**src/rtl/layer_generator.sv**
```systemverilog
// layer_generator: feeder for the top shift_layer. On a scroll request it draws
// a 7-column layer (platform map, block type, bonus map) from a free-running
// 16-bit LFSR and filters it for density and reachability. It then pulses
// load, then start, and stays busy until the scroll time plus a short guard
// has elapsed.
// Optional feature: define BONUS_GEN_EN to generate bonus positions; without
// it bonus_map_out is constant zero and no bonus logic exists.
module layer_generator #(
  parameter logic [15:0] SEED      = 16'hACE1,
  parameter int unsigned MAX_RETRY = 8,
  parameter int unsigned SCROLL_MS = 150
) (
  input  logic        clk,
  input  logic        rst,
  input  logic        module_en,
  input  logic        one_ms_tick,
  input  logic        scroll_req,
  output logic [0:6]  layer_map_out,
  output logic [0:6]  block_type_out,
  output logic [0:6]  bonus_map_out,
  output logic        load,
  output logic        start,
  output logic        busy,
  output logic [15:0] layer_count
);

  // Tick counter only needs to hold 0 .. SCROLL_MS-1.
  localparam int unsigned   TW         = (SCROLL_MS > 1) ? $clog2(SCROLL_MS) : 1;
  localparam logic [TW-1:0] TICK_LAST  = TW'(SCROLL_MS - 1);
  localparam logic [3:0]    RETRY_LAST = 4'(MAX_RETRY);

  typedef enum logic [2:0] {
    S_IDLE,
    S_GEN,
    S_LOAD,
    S_START,
    S_WAIT,
    S_GUARD
  } state_t;

  state_t        state_q, state_d;
  logic [15:0]   lfsr_q, lfsr_d;
  logic          lfsr_fb;
  logic [0:6]    prev_q, prev_d;
  logic [3:0]    retry_q, retry_d;
  logic [TW-1:0] tick_q, tick_d;
  logic          guard_q, guard_d;
  logic [0:6]    map_q, map_d;
  logic [0:6]    bt_q, bt_d;
  logic [15:0]   count_q, count_d;
  logic          load_q, load_d;
  logic          start_q, start_d;
  logic          busy_q, busy_d;

  // Candidate evaluation signals
  logic [0:6]    cand;
  logic [0:6]    cand_bt;
  logic [0:6]    near;
  logic [0:8]    prev_pad;
  logic [2:0]    cand_pop;
  logic          cand_ok;
  logic          retry_done;

`ifdef BONUS_GEN_EN
  logic [0:6]    bonus_q, bonus_d;
  logic [0:6]    bonus_pick;
  logic          bonus_found;
  logic          bonus_roll;
`endif

  // Fibonacci LFSR, taps 16,14,13,11 counted from the output end; free-running.
  always_comb begin
    lfsr_fb = lfsr_q[0] ^ lfsr_q[2] ^ lfsr_q[3] ^ lfsr_q[5];
    lfsr_d  = {lfsr_fb, lfsr_q[15:1]};
  end

  // Previous map padded with empty columns so edge columns have no wrap-around
  // neighbours.
  assign prev_pad = {1'b0, prev_q, 1'b0};

  // Column i of the candidate is LFSR bit i; its cloud flag is LFSR bit 7+i.
  // A column is reachable when it or a direct neighbour held a block last layer.
  genvar gi;
  generate
    for (gi = 0; gi < 7; gi++) begin : g_col
      assign cand[gi]    = lfsr_q[gi];
      assign cand_bt[gi] = lfsr_q[gi + 7] & lfsr_q[gi];
      assign near[gi]    = prev_pad[gi] | prev_pad[gi + 1] | prev_pad[gi + 2];
    end
  endgenerate

  // Density and reachability filter for the current candidate.
  always_comb begin
    cand_pop = 3'd0;
    for (int i = 0; i < 7; i++) begin
      cand_pop = cand_pop + {2'b00, cand[i]};
    end
    cand_ok    = (cand_pop >= 3'd2) && (cand_pop <= 3'd5) && (|(cand & near));
    retry_done = (retry_q == RETRY_LAST);
  end

`ifdef BONUS_GEN_EN
  // Bonus sits on the lowest-index block of the candidate, only on a lucky roll.
  always_comb begin
    bonus_pick  = 7'b0;
    bonus_found = 1'b0;
    for (int i = 0; i < 7; i++) begin
      if (cand[i] && !bonus_found) begin
        bonus_pick[i] = 1'b1;
        bonus_found   = 1'b1;
      end
    end
    bonus_roll = &lfsr_q[15:14];
  end
`endif

  // State register.
  always_ff @(posedge clk) begin
    if (rst) begin
      state_q <= S_IDLE;
    end else begin
      state_q <= state_d;
    end
  end

  // Next-state logic.
  always_comb begin
    state_d = state_q;
    case (state_q)
      S_IDLE:  if (scroll_req && module_en) state_d = S_GEN;
      S_GEN:   if (retry_done || cand_ok) state_d = S_LOAD;
      S_LOAD:  state_d = S_START;
      S_START: state_d = S_WAIT;
      S_WAIT:  if (one_ms_tick && (tick_q == TICK_LAST)) state_d = S_GUARD;
      S_GUARD: if (guard_q) state_d = S_IDLE;
      default: state_d = S_IDLE;
    endcase
  end

  // Output / datapath next values; pulses are decoded from the next state so
  // that every output comes straight from a flop.
  always_comb begin
    retry_d = retry_q;
    tick_d  = tick_q;
    guard_d = guard_q;
    prev_d  = prev_q;
    map_d   = map_q;
    bt_d    = bt_q;
    count_d = count_q;
`ifdef BONUS_GEN_EN
    bonus_d = bonus_q;
`endif
    case (state_q)
      S_IDLE: retry_d = 4'd0;
      S_GEN: begin
        if (retry_done) begin
          // Too many rejects: repeat the last layer, which is always reachable.
          map_d   = prev_q;
          bt_d    = 7'b0;
          count_d = count_q + 16'd1;
`ifdef BONUS_GEN_EN
          bonus_d = 7'b0;
`endif
        end else if (cand_ok) begin
          map_d   = cand;
          bt_d    = cand_bt;
          prev_d  = cand;
          count_d = count_q + 16'd1;
`ifdef BONUS_GEN_EN
          bonus_d = bonus_roll ? bonus_pick : 7'b0;
`endif
        end else begin
          retry_d = retry_q + 4'd1;
        end
      end
      S_START: tick_d = '0;
      S_WAIT: begin
        guard_d = 1'b0;
        if (one_ms_tick) tick_d = tick_q + TW'(1);
      end
      S_GUARD: guard_d = ~guard_q;
      default: ;
    endcase
    load_d  = (state_d == S_LOAD);
    start_d = (state_d == S_START);
    busy_d  = (state_d != S_IDLE);
  end

  // LFSR register.
  always_ff @(posedge clk) begin
    if (rst) begin
      lfsr_q <= SEED;
    end else begin
      lfsr_q <= lfsr_d;
    end
  end

  // Datapath and output registers.
  always_ff @(posedge clk) begin
    if (rst) begin
      retry_q <= 4'd0;
      tick_q  <= '0;
      guard_q <= 1'b0;
      prev_q  <= 7'h7F;
      map_q   <= 7'b0;
      bt_q    <= 7'b0;
      count_q <= 16'd0;
      load_q  <= 1'b0;
      start_q <= 1'b0;
      busy_q  <= 1'b0;
    end else begin
      retry_q <= retry_d;
      tick_q  <= tick_d;
      guard_q <= guard_d;
      prev_q  <= prev_d;
      map_q   <= map_d;
      bt_q    <= bt_d;
      count_q <= count_d;
      load_q  <= load_d;
      start_q <= start_d;
      busy_q  <= busy_d;
    end
  end

`ifdef BONUS_GEN_EN
  // Bonus map register.
  always_ff @(posedge clk) begin
    if (rst) begin
      bonus_q <= 7'b0;
    end else begin
      bonus_q <= bonus_d;
    end
  end
  assign bonus_map_out = bonus_q;
`else
  assign bonus_map_out = 7'b0;
`endif

  assign layer_map_out  = map_q;
  assign block_type_out = bt_q;
  assign load           = load_q;
  assign start          = start_q;
  assign busy           = busy_q;
  assign layer_count    = count_q;

endmodule

```
**config.mk**
```make
export PLATFORM = sky130hd
export DESIGN_NAME = layer_generator
export DESIGN_NICKNAME = d
export VERILOG_FILES = /design/src/rtl/layer_generator.sv
export SDC_FILE = /design/constraint.sdc
export NUM_CORES = 1
export LEC_CHECK = 0
export BUFFER_PORTS_ARGS = -buffer_cell sky130_fd_sc_hd__buf_2
export CORE_ASPECT_RATIO = 1.75
export CORE_MARGIN = 5
export CORE_UTILIZATION = 29
export CTS_BUF_LIST = sky130_fd_sc_hd__clkbuf_4 sky130_fd_sc_hd__clkbuf_8
export DETAILED_ROUTE_END_ITERATION = 7
export PLACE_DENSITY = 0.49
export RECOVER_POWER = 50
export SETUP_SLACK_MARGIN = 0.02
export SKIP_CTS_REPAIR_TIMING = 1
export SLEW_MARGIN = 20
export SYNTH_ARGS = -nofsm -noshare
export SYNTH_HDL_FRONTEND = slang
export SYNTH_SLANG_ARGS = --single-unit
```
**constraint.sdc**
```tcl
create_clock -name clk -period 4.2 [get_ports clk]
set_input_delay 0.21 -clock clk [delete_from_list [all_inputs] [get_ports clk]]
set_output_delay 0.21 -clock clk [all_outputs]
set_load 0.005 [all_outputs]
```
# Word level (Yosys, flattened, before mapping)
# Cells that the tools add are included.
dict set report word_totals {
  out_inout_bits 40
  inputBits 5
  latch_bits 0
  reg_bits 72
  rom_bits 0
  mem_bits_rw 0
  elab_cells 92
  memories 0
}
dict set report op_classes {
  mux 17
  magnitude_cmp 2
  n_eq_ne 12
  n_shift 0
  reduce_logical 16
  bitwise_logic 24
  mul 0
  div 0
  n_addsub 9
}
# operator n
set op_table {}
lappend op_table {{16-bit 2-to-1 mux} 2}
lappend op_table {{7-bit 2-to-1 mux} 4}
lappend op_table {{3-bit one-hot mux with 6 select lines} 1}
lappend op_table {{16-bit by 1-bit adder with 16-bit output, second input constant} 1}
lappend op_table {{8-bit one-hot mux with 2 select lines} 1}
lappend op_table {{3-bit by 1-bit adder with 3-bit output} 4}
lappend op_table {{3-bit by 2-bit == test with 1-bit output, second input constant} 4}
lappend op_table {{3-bit 2-to-1 mux} 4}
lappend op_table {{1-bit bitwise OR} 11}
lappend op_table {{8-bit by 1-bit adder with 8-bit output, second input constant} 1}
lappend op_table {{8-bit == test, second input constant} 1}
lappend op_table {{4-bit 2-to-1 mux} 2}
lappend op_table {{8-bit 2-to-1 mux} 1}
lappend op_table {{4-bit one-hot mux with 2 select lines} 1}
lappend op_table {{2-bit nonzero test} 4}
lappend op_table {{1-bit AND} 7}
lappend op_table {{7-bit AND} 1}
lappend op_table {{7-bit OR reduction} 1}
lappend op_table {{3-bit == test, second input constant} 2}
lappend op_table {{2-bit != test, second input constant} 3}
lappend op_table {{3-bit AND reduction} 2}
lappend op_table {{4-bit by 1-bit adder with 4-bit output, second input constant} 1}
lappend op_table {{4-bit == test, second input constant} 1}
lappend op_table {{1-bit logical AND} 4}
lappend op_table {{other kinds (12)} 16}

# Logic depth before layout (Yosys ltp)
# Gate-level depths: netlist (run 1).
dict set report logic_depth {
  word_depth 13
  ltp_mapped 13
  depth_no_buf 12
}

# Least setup slack after synthesis (run 1)
# OpenSTA, ideal clock, no wires.
dict set report synth_timing {
  kind {register -> register}
  start {register lfsr_q[0]}
  end {register count_q[12] (netlist: layer_count[12])}
  path_buffers 0
  arrival_time_ns 3.561
  synth_period_minus_slack_ns 3.631
  setup_ns 0.070
  slack_ns 0.569
  stages_incl_launch_ff 13
  t_required_ns 4.130
  path_cell_list {dfxtp_1 fa_1 inv_1 fa_1 inv_1 ha_1 a21oi_1 fa_1 xor2_2 o2111ai_1 a311o_1 or4_1 a21oi_1}
}
dict set report synth_via {
  elab_chain_cells 11
  elab_cells_between_ends 14
  classes_between {add/sub: 6; order compare: 2; bitwise: 1; reduce/logical: 5}
}
# element line_no
set synth_lines {}
lappend synth_lines {{start: declaration} 42} ;# logic [15:0] lfsr_q, lfsr_d;
lappend synth_lines {{start signal: assignment} 194} ;# lfsr_q <= lfsr_d;
lappend synth_lines {{1-bit by 1-bit adder with 2-bit output} 96} ;# cand_pop = cand_pop + {2'b00, cand[i]};
lappend synth_lines {{2-bit by 1-bit adder with 3-bit output} 96}
lappend synth_lines {{3-bit by 1-bit adder with 3-bit output (4 in a row)} 96}
lappend synth_lines {{3-bit by 2-bit greater-or-equal comparator with 1-bit output or 3-bit <= comparator (tied branches)} 98} ;# cand_ok = (cand_pop >= 3'd2) && (cand_pop <= 3'd5) && (|(cand & near));
lappend synth_lines {{1-bit logical AND} 98}
lappend synth_lines {{1-bit logical AND *} 98}
lappend synth_lines {{2-bit nonzero test (no source line) *} -}
lappend synth_lines {{2-bit AND reduction (no source line) *} -}
lappend synth_lines {{end signal: assignment} 218} ;# count_q <= count_d;
lappend synth_lines {{end: declaration} 50} ;# logic [15:0] count_q, count_d;
# Every way passes the cells marked *; elsewhere a longest branch is shown, timed or not.
# A chain may end at the register's enable or synchronous reset.

# Worst setup path after layout (run 1)
dict set report layout_timing {
  start {register lfsr_q[0]}
  end {register count_q[14] (netlist: layer_count[14])}
}
# The elaborated chain is that of the path after synthesis.

==> results of run 1 <==
placed cells by master (no fill, tap or decap), drive strengths merged, types with 3 or more instances in the layout:
| cell type | count |
|---|---|
| dfxtp | 72 |
| nor2 | 36 |
| a21oi | 33 |
| clkbuf | 26 |
| buf | 24 |
| nand2 | 22 |
| nor2b | 17 |
| nand3 | 15 |
| o21ai | 14 |
| nand4 | 13 |
| nor3 | 10 |
| mux2 | 10 |
| inv | 9 |
| nand2b | 9 |
| or2 | 9 |
| xor2 | 8 |
| a211oi | 7 |
| o32ai | 7 |
| conb | 7 |
| ha | 6 |
| o31ai | 5 |
| and2 | 5 |
| nor4 | 5 |
| mux2i | 5 |
| and3 | 4 |
| or3 | 4 |
| clkinv | 4 |
| o22ai | 3 |
| a21o | 3 |
| fa | 3 |
logic make-up after synthesis:
| group | share of synthesized area (%) |
|---|---|
| and+or+nand+nor | 25.5 |
| AOI/OAI and AO/OA | 15.2 |
| DFF | 42.2 |
| buffers and inverters | 5.39 |
| muxes | 4.77 |
| xor gates and xnor gates | 2.79 |
| adders and majority gates | 3.96 |
| other | 0.110 |
critical path: stages, from the launching register on:
cell and delay, ns:
dfxtp_1 0.38, fa_1 0.55, inv_1 0.05, fa_1 0.47, inv_1 0.04, ha_1 0.27
a21oi_1 0.17, fa_1 0.47, xor2_2 0.33, o2111ai_1 0.14, a311o_1 0.38, or4_1 0.41
a21oi_1 0.15
final timing paths:
check                                                     to  slack, ns
worst max-delay path            layer_count[14]$_SDFFE_PP0P_       0.29
worst min-delay path                  tick_q[0]$_SDFFE_PP0P_       0.42
worst max register to register  layer_count[14]$_SDFFE_PP0P_       0.29
worst min register to register         lfsr_q[13]$_SDFF_PP1_       0.42
final cells by class:
| class | count | share of cell area, % |
|---|---|---|
| multi-input cells | 286 | 47.2 |
| well taps | 135 | 4.39 |
| clock inverters | 7 | 1.89 |
| flip-flops and latches | 72 | 37.5 |
| clock buffers | 9 | 3.22 |
| inverters | 9 | 0.878 |
| repair buffers | 41 | 4.97 |
flip-flops by register name, indices dropped and copies added (netlist names):
name	flops
guard_q	1
layer_count	16
prev_q	7
busy	1
lfsr_q	16
retry_q	4
state_q	3
block_type_out	7
load	1
tick_q	8
start	1
layer_map_out	7
routing by layer:
metal / GRT usage [%] / vias up / share of wire, %
li1: - / 1436 / -
met1: 14.4 / 1377 / 42
met2: 22.3 / 49 / 52
met3: 3.08 / 17 / 3.0
met4: 6.45 / 0 / 3.1
met5: 0 / - / 0
power by group through the flow:
stage,Sequential [mW],Combinational [mW],Clock (mW)
floorplan,0.767,0.175,0
global placement,0.787,0.235,0
finish,0.771,0.234,0.556
CTS,0.771,0.239,0.579
detailed placement,0.787,0.238,0
global route,0.777,0.264,0.604
==> metrics, run 1 <==
run status=complete, but fails checks; violations in the final reports=capacitance limit, slew limit; most numerous cell in the Yosys netlist=dfxtp_1; critical setup path kind=reg -> reg; number of design rule violations left after detail routing=0; Yosys reg bits=72; minimum clock period after layout=3.91 ns; die footprint=14100 um2; total track usage=12.8%; combined area of all synthesized cells=roughly 3400 um2; startpoint type of the worst setup path=register; post-synthesis area per instance=8.73 um2; antenna viol nets, final=0; CTS tree=done; clock insertion delay at the later pin of the skew report=roughly 0.36 ns; antenna diode instance count=0; GRT Residual Overflow=0; net switching power=0.473 mW; Leak=1.47 nW; worst relative slew slack=-44.3%; Reg clk slew, reported paths=0.09 ns; per-cell routed wire length=15.8 um; number of vias per cell=roughly 5; minimum setup slack after placement=0.0159 ns; final instance area=3850 um2; CTS sink count=72; Hold Path Stages=5; worst hold path startpoint=one_ms_tick; Worst R2R Path Depth=12; H-Tree Depth=3; portion of total power attributed to the clock network=approximately 36%; pin count of the biggest net entering global routing=53; EDFF count, synth=0; top cell types by occurrence after synthesis=dfxtp_1 (72), nor2_1 (35), a21oi_1 (33), nand2_1 (22), nor2b_1 (17); area share of the leading cell type in the synthesized netlist=42.2%; setup repair after global routing missed its margin=false; combinational share of power=15.0%; final hold viol count=0; critical register-to-register path startpoint=lfsr_q[0]$_SDFF_PP1_; final sum of negative setup slack=0 ns; final hold slack=0.416 ns; Final Total Pwr=1.56 mW; layout overhead on the synthesized area=12.8%; P_int=1.09 mW; count of pins over their slew limit=53; worst-margin pin slew=around 2.2 ns; Cells after Synth=391; Worst setup EP type=register; Core Util, Final=33.2%; worst IR drop on VDD=0.000156 V; cell type with the highest aggregate area in the netlist=dfxtp_1; CTS Root Cell=clkbuf_8; final-stage net count=about 430; placed cell count=543; number of maximum-capacitance violations=1; Critical Path Start=lfsr_q[0]$_SDFF_PP1_; sequential cell area=1440 um2; chip height=approximately 150 um; peak fanout along the critical path=8; overall via count from detail_route=around 2900; HP Class=in -> reg; Achievable Freq=256 MHz; fill count=1253; Final period util=93.0%; leading post-synthesis cells by cell area=dfxtp_1 (42%), a21oi_1 (4.8%), nor2_1 (3.8%); sequential area share after synthesis=42.2%; Layout Cells excl Fill=559; wire length of the first global-routing pass=14400 um; async set or reset register ratio after synthesis=0%; Fin Clk Skew=0.0146 ns; multi-input combinational cell area=approximately 1800 um2; number of I/O pins=45; clock buffer count from CTS=9; area after detailed placement=3670 um2; fraction of layout instances using a drive strength above 1=13.4%; dominant synthesized flop cell=dfxtp_1; total of endpoints with negative setup slack in the final report=0; fin worst setup slack=0.293 ns; number of warnings reported in the yosys synthesis log=0; arrival time worst endpoint=~4.2 ns; vias in the first global route=roughly 2900; placeable core region=11600 um2; net switching fraction of the power=about 30%; power density over the cells=406 nW/um2; synth unique cells=between 50 and 60; DPL Wire Length=about 6300 um; WL final=approximately 8900 um; starting DRC count in detailed routing=121; horizontal die dimension=92.0 um; total number of placement rows=52; Initial Util=between 20% and 30%; antenna violations before repair=0; required time reported for the critical path endpoint=roughly 4.5 ns; number of detailed-route iterations in the first pass=4; quantity of I/O buffers inserted on ports=37; Max clock buf depth=2; Reg power frac=49.4%; placer's final routability congestion estimate=~0.83
(Power assumes the default switching activity.)
==> run 2: changes to the inputs <==
- CELL_PAD_IN_SITES_DETAIL_PLACEMENT: default -> 0
- CELL_PAD_IN_SITES_GLOBAL_PLACEMENT: default -> 1
- PLACE_DENSITY: 0.49 -> 0.6
==> run 2 against run 1 <==
The flow now finishes without violations. Sequential share of layout area is 0.25 points lower. Total power is 4.2% higher. Utilization is 0.23 points higher. Wire length is 0.59% lower. Clock skew is 0.0063 ns lower. Critical path type unchanged. Highest routed layer unchanged.
==> metrics, run 2 (synthesized netlist as in run 1, its figures left out) <==
number of detailed-route iterations in the first pass=5 (was 4); layout overhead on the synthesized area=13.5% (was 12.8%); horizontal die dimension=92.0 um (unchanged); starting DRC count in detailed routing=93 (was 121); final-stage net count=433 (unchanged); Reg clk slew, reported paths=0.08 ns (was 0.09 ns); peak fanout along the critical path=8 (unchanged); critical register-to-register path startpoint=lfsr_q[0]$_SDFF_PP1_ (unchanged); placeable core region=11600 um2 (unchanged); placer's final routability congestion estimate=0.812 (was 0.830); Final Total Pwr=1.63 mW (was 1.56 mW); setup repair after global routing missed its margin=false (unchanged); required time reported for the critical path endpoint=4.48 ns (was 4.47 ns); critical setup path kind=reg -> reg (unchanged); final sum of negative setup slack=0 ns (unchanged); count of pins over their slew limit=0 (was 53); wire length of the first global-routing pass=14600 um (was 14400 um); HP Class=reg -> reg (was in -> reg); antenna diode instance count=0 (unchanged); CTS Root Cell=clkbuf_8 (unchanged); per-cell routed wire length=15.8 um (about the same); vias in the first global route=2877 (was 2862); pin count of the biggest net entering global routing=47 (was 53); worst relative slew slack=2.87% (was -44.3%); die footprint=14100 um2 (unchanged); number of vias per cell=5.06 (was 5.15); arrival time worst endpoint=4.19 ns (was 4.17 ns); Leak=1.47 nW (about the same); minimum setup slack after placement=0.277 ns (was 0.0159 ns); CTS tree=done (unchanged); power density over the cells=420 nW/um2 (was 406 nW/um2); worst IR drop on VDD=0.000131 V (was 0.000156 V); Core Util, Final=33.5% (was 33.2%); Critical Path Start=lfsr_q[0]$_SDFF_PP1_ (unchanged); Max clock buf depth=2 (unchanged); antenna violations before repair=0 (unchanged); overall via count from detail_route=2826 (was 2879); quantity of I/O buffers inserted on ports=37 (unchanged); number of I/O pins=45 (unchanged); clock insertion delay at the later pin of the skew report=0.36 ns (about the same); clock buffer count from CTS=9 (unchanged); Worst setup EP type=register (unchanged); number of maximum-capacitance violations=0 (was 1); number of design rule violations left after detail routing=0 (unchanged); startpoint type of the worst setup path=register (unchanged); run status=finished clean (was complete, but fails checks); chip height=154 um (unchanged); total number of placement rows=52 (unchanged); GRT Residual Overflow=0 (unchanged); Initial Util=29.5% (unchanged); worst-margin pin slew=1.46 ns (was 2.16 ns); total of endpoints with negative setup slack in the final report=0 (unchanged); DPL Wire Length=6390 um (was 6340 um); leading cell type in the layout, fill and taps excluded=dfxtp_1 (unchanged); fraction of layout instances using a drive strength above 1=12.5% (was 13.4%); worst hold path startpoint=lfsr_q[14]$_SDFF_PP0_ (was one_ms_tick); final hold viol count=0 (unchanged); Achievable Freq=256 MHz (about the same); Fin Clk Skew=0.00833 ns (was 0.0146 ns); H-Tree Depth=3 (unchanged); CTS sink count=72 (unchanged); Layout Cells excl Fill=559 (unchanged); total track usage=13.0% (was 12.8%); WL final=8810 um (was 8860 um); top library cells by usage in the layout, fill and taps aside=dfxtp_1 (72), nor2_1 (35), a21oi_1 (33) (unchanged); antenna viol nets, final=0 (unchanged); placed cell count=543 (unchanged); Final period util=93.0% (about the same); fin worst setup slack=0.292 ns (was 0.293 ns); minimum clock period after layout=3.91 ns (about the same)
run 2: changes by cell type in the layout (fill, tap and decap cells not counted), sizes merged:
| cell | before | now |
|---|---|---|
| bufinv | 1 | 2 |
| clkinv | 4 | 2 |
| buf | 24 | 21 |
| clkbuf | 26 | 30 |
run 2: worst paths after layout:
check | endpoint | cells after the start | slack (ns)
setup / recovery | layer_count[14]$_SDFFE_PP0P_ | 12 | 0.29
hold / removal | lfsr_q[13]$_SDFF_PP1_ | 1 | 0.41
setup reg to reg | layer_count[14]$_SDFFE_PP0P_ | 12 | 0.29
hold reg to reg | lfsr_q[13]$_SDFF_PP1_ | 1 | 0.41
run 2: power by group:
| part | switching, mW | leakage (nW) | internal, mW | total (mW) |
|---|---|---|---|---|
| Combinational | 0.141 | 0.773 | 0.0884 | 0.229 |
| Clock | 0.277 | 0.109 | 0.352 | 0.630 |
| Sequential | 0.0434 | 0.587 | 0.725 | 0.769 |
run 2: cell type report:
class	instances	area, um2
clock buffers	10	138
clock inverters	6	92.6
fillers	1262	7710
inverters	9	33.8
multi-input cells	286	1810
flip-flops and latches	72	1440
well taps	135	169
repair buffers	41	188
run 2: stage by stage:
| stage | hold slack, ns | area [um2] |
|---|---|---|
| after CTS | 0.405 | 3900 |
| after global routing | 0.417 | 3870 |
| final | 0.413 | 3870 |
| after global placement | 0.406 | 3670 |
| after detailed placement | 0.398 | 3670 |
| after floorplan | 0.389 | 3440 |
run 2: metal layers:
layer / wire, um / global-route usage, % / up-vias / part of all wire [%]
met5: 0 / 0 / - / 0
met4: 163 / 4.96 / 0 / 1.9
met3: 324 / 3.47 / 10 / 3.7
met2: 4780 / 23.8 / 41 / 54
met1: 3540 / 13.9 / 1337 / 40
li1: - / - / 1438 / -
run 2: critical path, stage by stage (launching register included):
cell and delay, ns:
dfxtp_1 0.38, fa_1 0.55, inv_1 0.05, fa_1 0.47, inv_1 0.04, ha_1 0.26, a21oi_1 0.18, fa_1 0.47
xor2_2 0.35, o2111ai_1 0.16, a311o_1 0.37, or4_1 0.40, a21oi_1 0.16
==> run 3: changes to the inputs <==
- CORE_UTILIZATION: 29 -> 45
- PLACE_DENSITY: 0.6 -> 0.85
==> run 3 against run 2 <==
Critical endpoint is now layer_count[4]$_SDFFE_PP0P_. Via count rose by 0.50%. Critical path type unchanged. Largest cell class unchanged. Critical path depth did not move. Utilization rose by 17 points. Global-route usage rose by 4.8 points. First-iteration DRC count rose by 14%. Clock power fell by 11%. Design area fell by 2.2%. Combinational power barely moved.
==> metrics, run 3 (synthesized netlist as in run 1, its figures left out) <==
run status=finished clean (unchanged); P_int=1.09 mW (was 1.17 mW); Final Total Pwr=1.56 mW (was 1.63 mW); Fin Clk Skew=0.0161 ns (was 0.00833 ns); Reg power frac=49.3% (was 47.2%); CTS tree=done (unchanged); portion of total power attributed to the clock network=36.0% (was 38.7%); H-Tree Depth=3 (unchanged); number of detailed-route iterations in the first pass=4 (was 5); startpoint type of the worst setup path=register (unchanged); antenna viol nets, final=0 (unchanged); worst relative slew slack=11.8% (was 2.87%); combinational share of power=14.6% (was 14.1%); worst-margin pin slew=1.32 ns (was 1.46 ns); placed cell count=496 (was 543); wire length of the first global-routing pass=13200 um (was 14600 um); horizontal die dimension=75.8 um (was 92.0 um); CTS Root Cell=clkbuf_8 (unchanged); DPL Wire Length=5650 um (was 6390 um); per-cell routed wire length=15.4 um (was 15.8 um); worst path cell trace=fa_1 > inv_1 > fa_1 > inv_1 > ha_1 > a21oi_1 > fa_1 > xor2_2 > and2_1 > o21ai_1 > a21oi_1 > mux2_1 (was fa_1 > inv_1 > fa_1 > inv_1 > ha_1 > a21oi_1 > fa_1 > xor2_2 > o2111ai_1 > a311o_1 > or4_1 > a21oi_1); arrival time worst endpoint=4.20 ns (was 4.19 ns); number of vias per cell=5.55 (was 5.06); Hold Path Stages=1 (unchanged); count of pins over their slew limit=0 (unchanged); fin worst setup slack=0.243 ns (was 0.292 ns); Final period util=94.2% (was 93.0%); final-stage net count=433 (unchanged); net switching power=0.463 mW (was 0.462 mW); required time reported for the critical path endpoint=4.44 ns (was 4.48 ns); worst IR drop on VDD=0.000185 V (was 0.000131 V); total of endpoints with negative setup slack in the final report=0 (unchanged); peak fanout along the critical path=11 (was 8); terminus of the critical flop-to-flop path=layer_count[4]$_SDFFE_PP0P_ (was layer_count[14]$_SDFFE_PP0P_); cell occurring most often along the worst timing path=fa_1 (unchanged); placer's final routability congestion estimate=0.816 (was 0.812); clock insertion delay at the later pin of the skew report=0.36 ns (about the same); minimum setup slack after placement=0.246 ns (was 0.277 ns); chip height=125 um (was 154 um); critical setup path kind=reg -> reg (unchanged); overall via count from detail_route=2840 (was 2826); worst hold path startpoint=lfsr_q[14]$_SDFF_PP0_ (unchanged); HP Class=reg -> reg (unchanged); clock buffer count from CTS=9 (unchanged); WL final=7890 um (was 8810 um); top library cells by usage in the layout, fill and taps aside=dfxtp_1 (72), nor2_1 (35), a21oi_1 (33) (unchanged); number of design rule violations left after detail routing=0 (unchanged); flop2flop setup slack=0.24 ns (was 0.29 ns); terminating pin of the worst hold path=lfsr_q[13]$_SDFF_PP1_ (unchanged); Reg clk slew, reported paths=0.08 ns (about the same); largest incremental delay on the critical path=0.55 ns (about the same); critical register-to-register path startpoint=lfsr_q[0]$_SDFF_PP1_ (unchanged); quantity of I/O buffers inserted on ports=37 (unchanged); CTS sink count=72 (unchanged); minimum clock period after layout=3.96 ns (was 3.91 ns); final hold slack=0.414 ns (was 0.413 ns); placeable core region=7460 um2 (was 11600 um2); fraction of layout instances using a drive strength above 1=12.7% (was 12.5%); total number of placement rows=42 (was 52); die footprint=9500 um2 (was 14100 um2); slowest stage cell on the critical path=fa_1 (unchanged); Initial Util=45.7% (was 29.5%); layout overhead on the synthesized area=11.0% (was 13.5%); leading cell type in the layout, fill and taps excluded=dfxtp_1 (unchanged); total track usage=17.7% (was 13.0%); Layout Cells excl Fill=512 (was 559); final hold viol count=0 (unchanged); number of maximum-capacitance violations=0 (unchanged); net switching fraction of the power=29.7% (was 28.4%); Worst R2R Path Depth=12 (unchanged); GRT Residual Overflow=0 (unchanged); number of I/O pins=45 (unchanged); Leak=1.47 nW (about the same); Max clock buf depth=2 (unchanged); power density over the cells=411 nW/um2 (was 420 nW/um2); final sum of negative setup slack=0 ns (unchanged); antenna violations before repair=0 (unchanged); pin count of the biggest net entering global routing=50 (was 47); Worst setup EP type=register (unchanged); Achievable Freq=253 MHz (was 256 MHz); antenna diode instance count=0 (unchanged); vias in the first global route=2718 (was 2877); Critical Path Start=lfsr_q[0]$_SDFF_PP1_ (unchanged); setup repair after global routing missed its margin=false (unchanged); starting DRC count in detailed routing=106 (was 93)
==> run 3: per-stage QoR <==
step | utilization, % | instance area [um2]
after CTS | 51.1 | 3810
after global placement | 48.4 | 3610
after detailed placement | 48.4 | 3610
after floorplan | - | 3440
after global routing | 50.8 | 3790
final | 50.8 | 3790
==> run 3: layer usage <==
metal  routed length, um  global-route usage (%)  up-vias
met4                 128                    5.97        0
met5                   0                       0        -
met1                3270                    20.4     1345
met2                4230                    30.8       46
met3                 262                    4.26       11
li1                    -                       -     1438
==> run 3: how the worst max path moves through the flow <==
| stage | end | slack, ns |
|---|---|---|
| 2_1_floorplan | layer_count[12]$_SDFFE_PP0P_ | 0.57 |
| 3_3_place_gp | layer_count[4]$_SDFFE_PP0P_ | 0.32 |
| 3_5_place_dp | layer_count[4]$_SDFFE_PP0P_ | 0.25 |
| 4_1_cts | layer_count[4]$_SDFFE_PP0P_ | 0.26 |
| 5_1_grt | layer_map_out[5]$_SDFFE_PP0P_ | 0.02 |
| 6_report | layer_count[4]$_SDFFE_PP0P_ | 0.24 |
==> run 3: area by class of cell <==
cell class / instances / area (um2)
Fill cell: 773 / 3670
Timing Repair Buffer: 41 / 190
Clock buffer: 9 / 124
Inverter: 9 / 33.8
Sequential cell: 72 / 1440
Tap cell: 88 / 110
Multi-Input combinational cell: 286 / 1810
Clock inverter: 7 / 80.1
==> run 3: critical path: cells and delay by family (launching register included) <==
kind	cells	cell delay, ns
flops	1	0.38
mux	1	0.33
simple gates	1	0.21
xor+xnor	1	0.33
fa+ha+maj	4	1.75
compound gates	3	0.75
buf+inv	2	0.09
==> run 3: power groups by stage <==
stage	sequential (mW)	combinational (mW)	clock, mW
finish	0.768	0.228	0.561
detailed placement	0.784	0.232	0
CTS	0.768	0.232	0.575
global placement	0.782	0.228	0
global route	0.775	0.258	0.609
floorplan	0.767	0.175	0
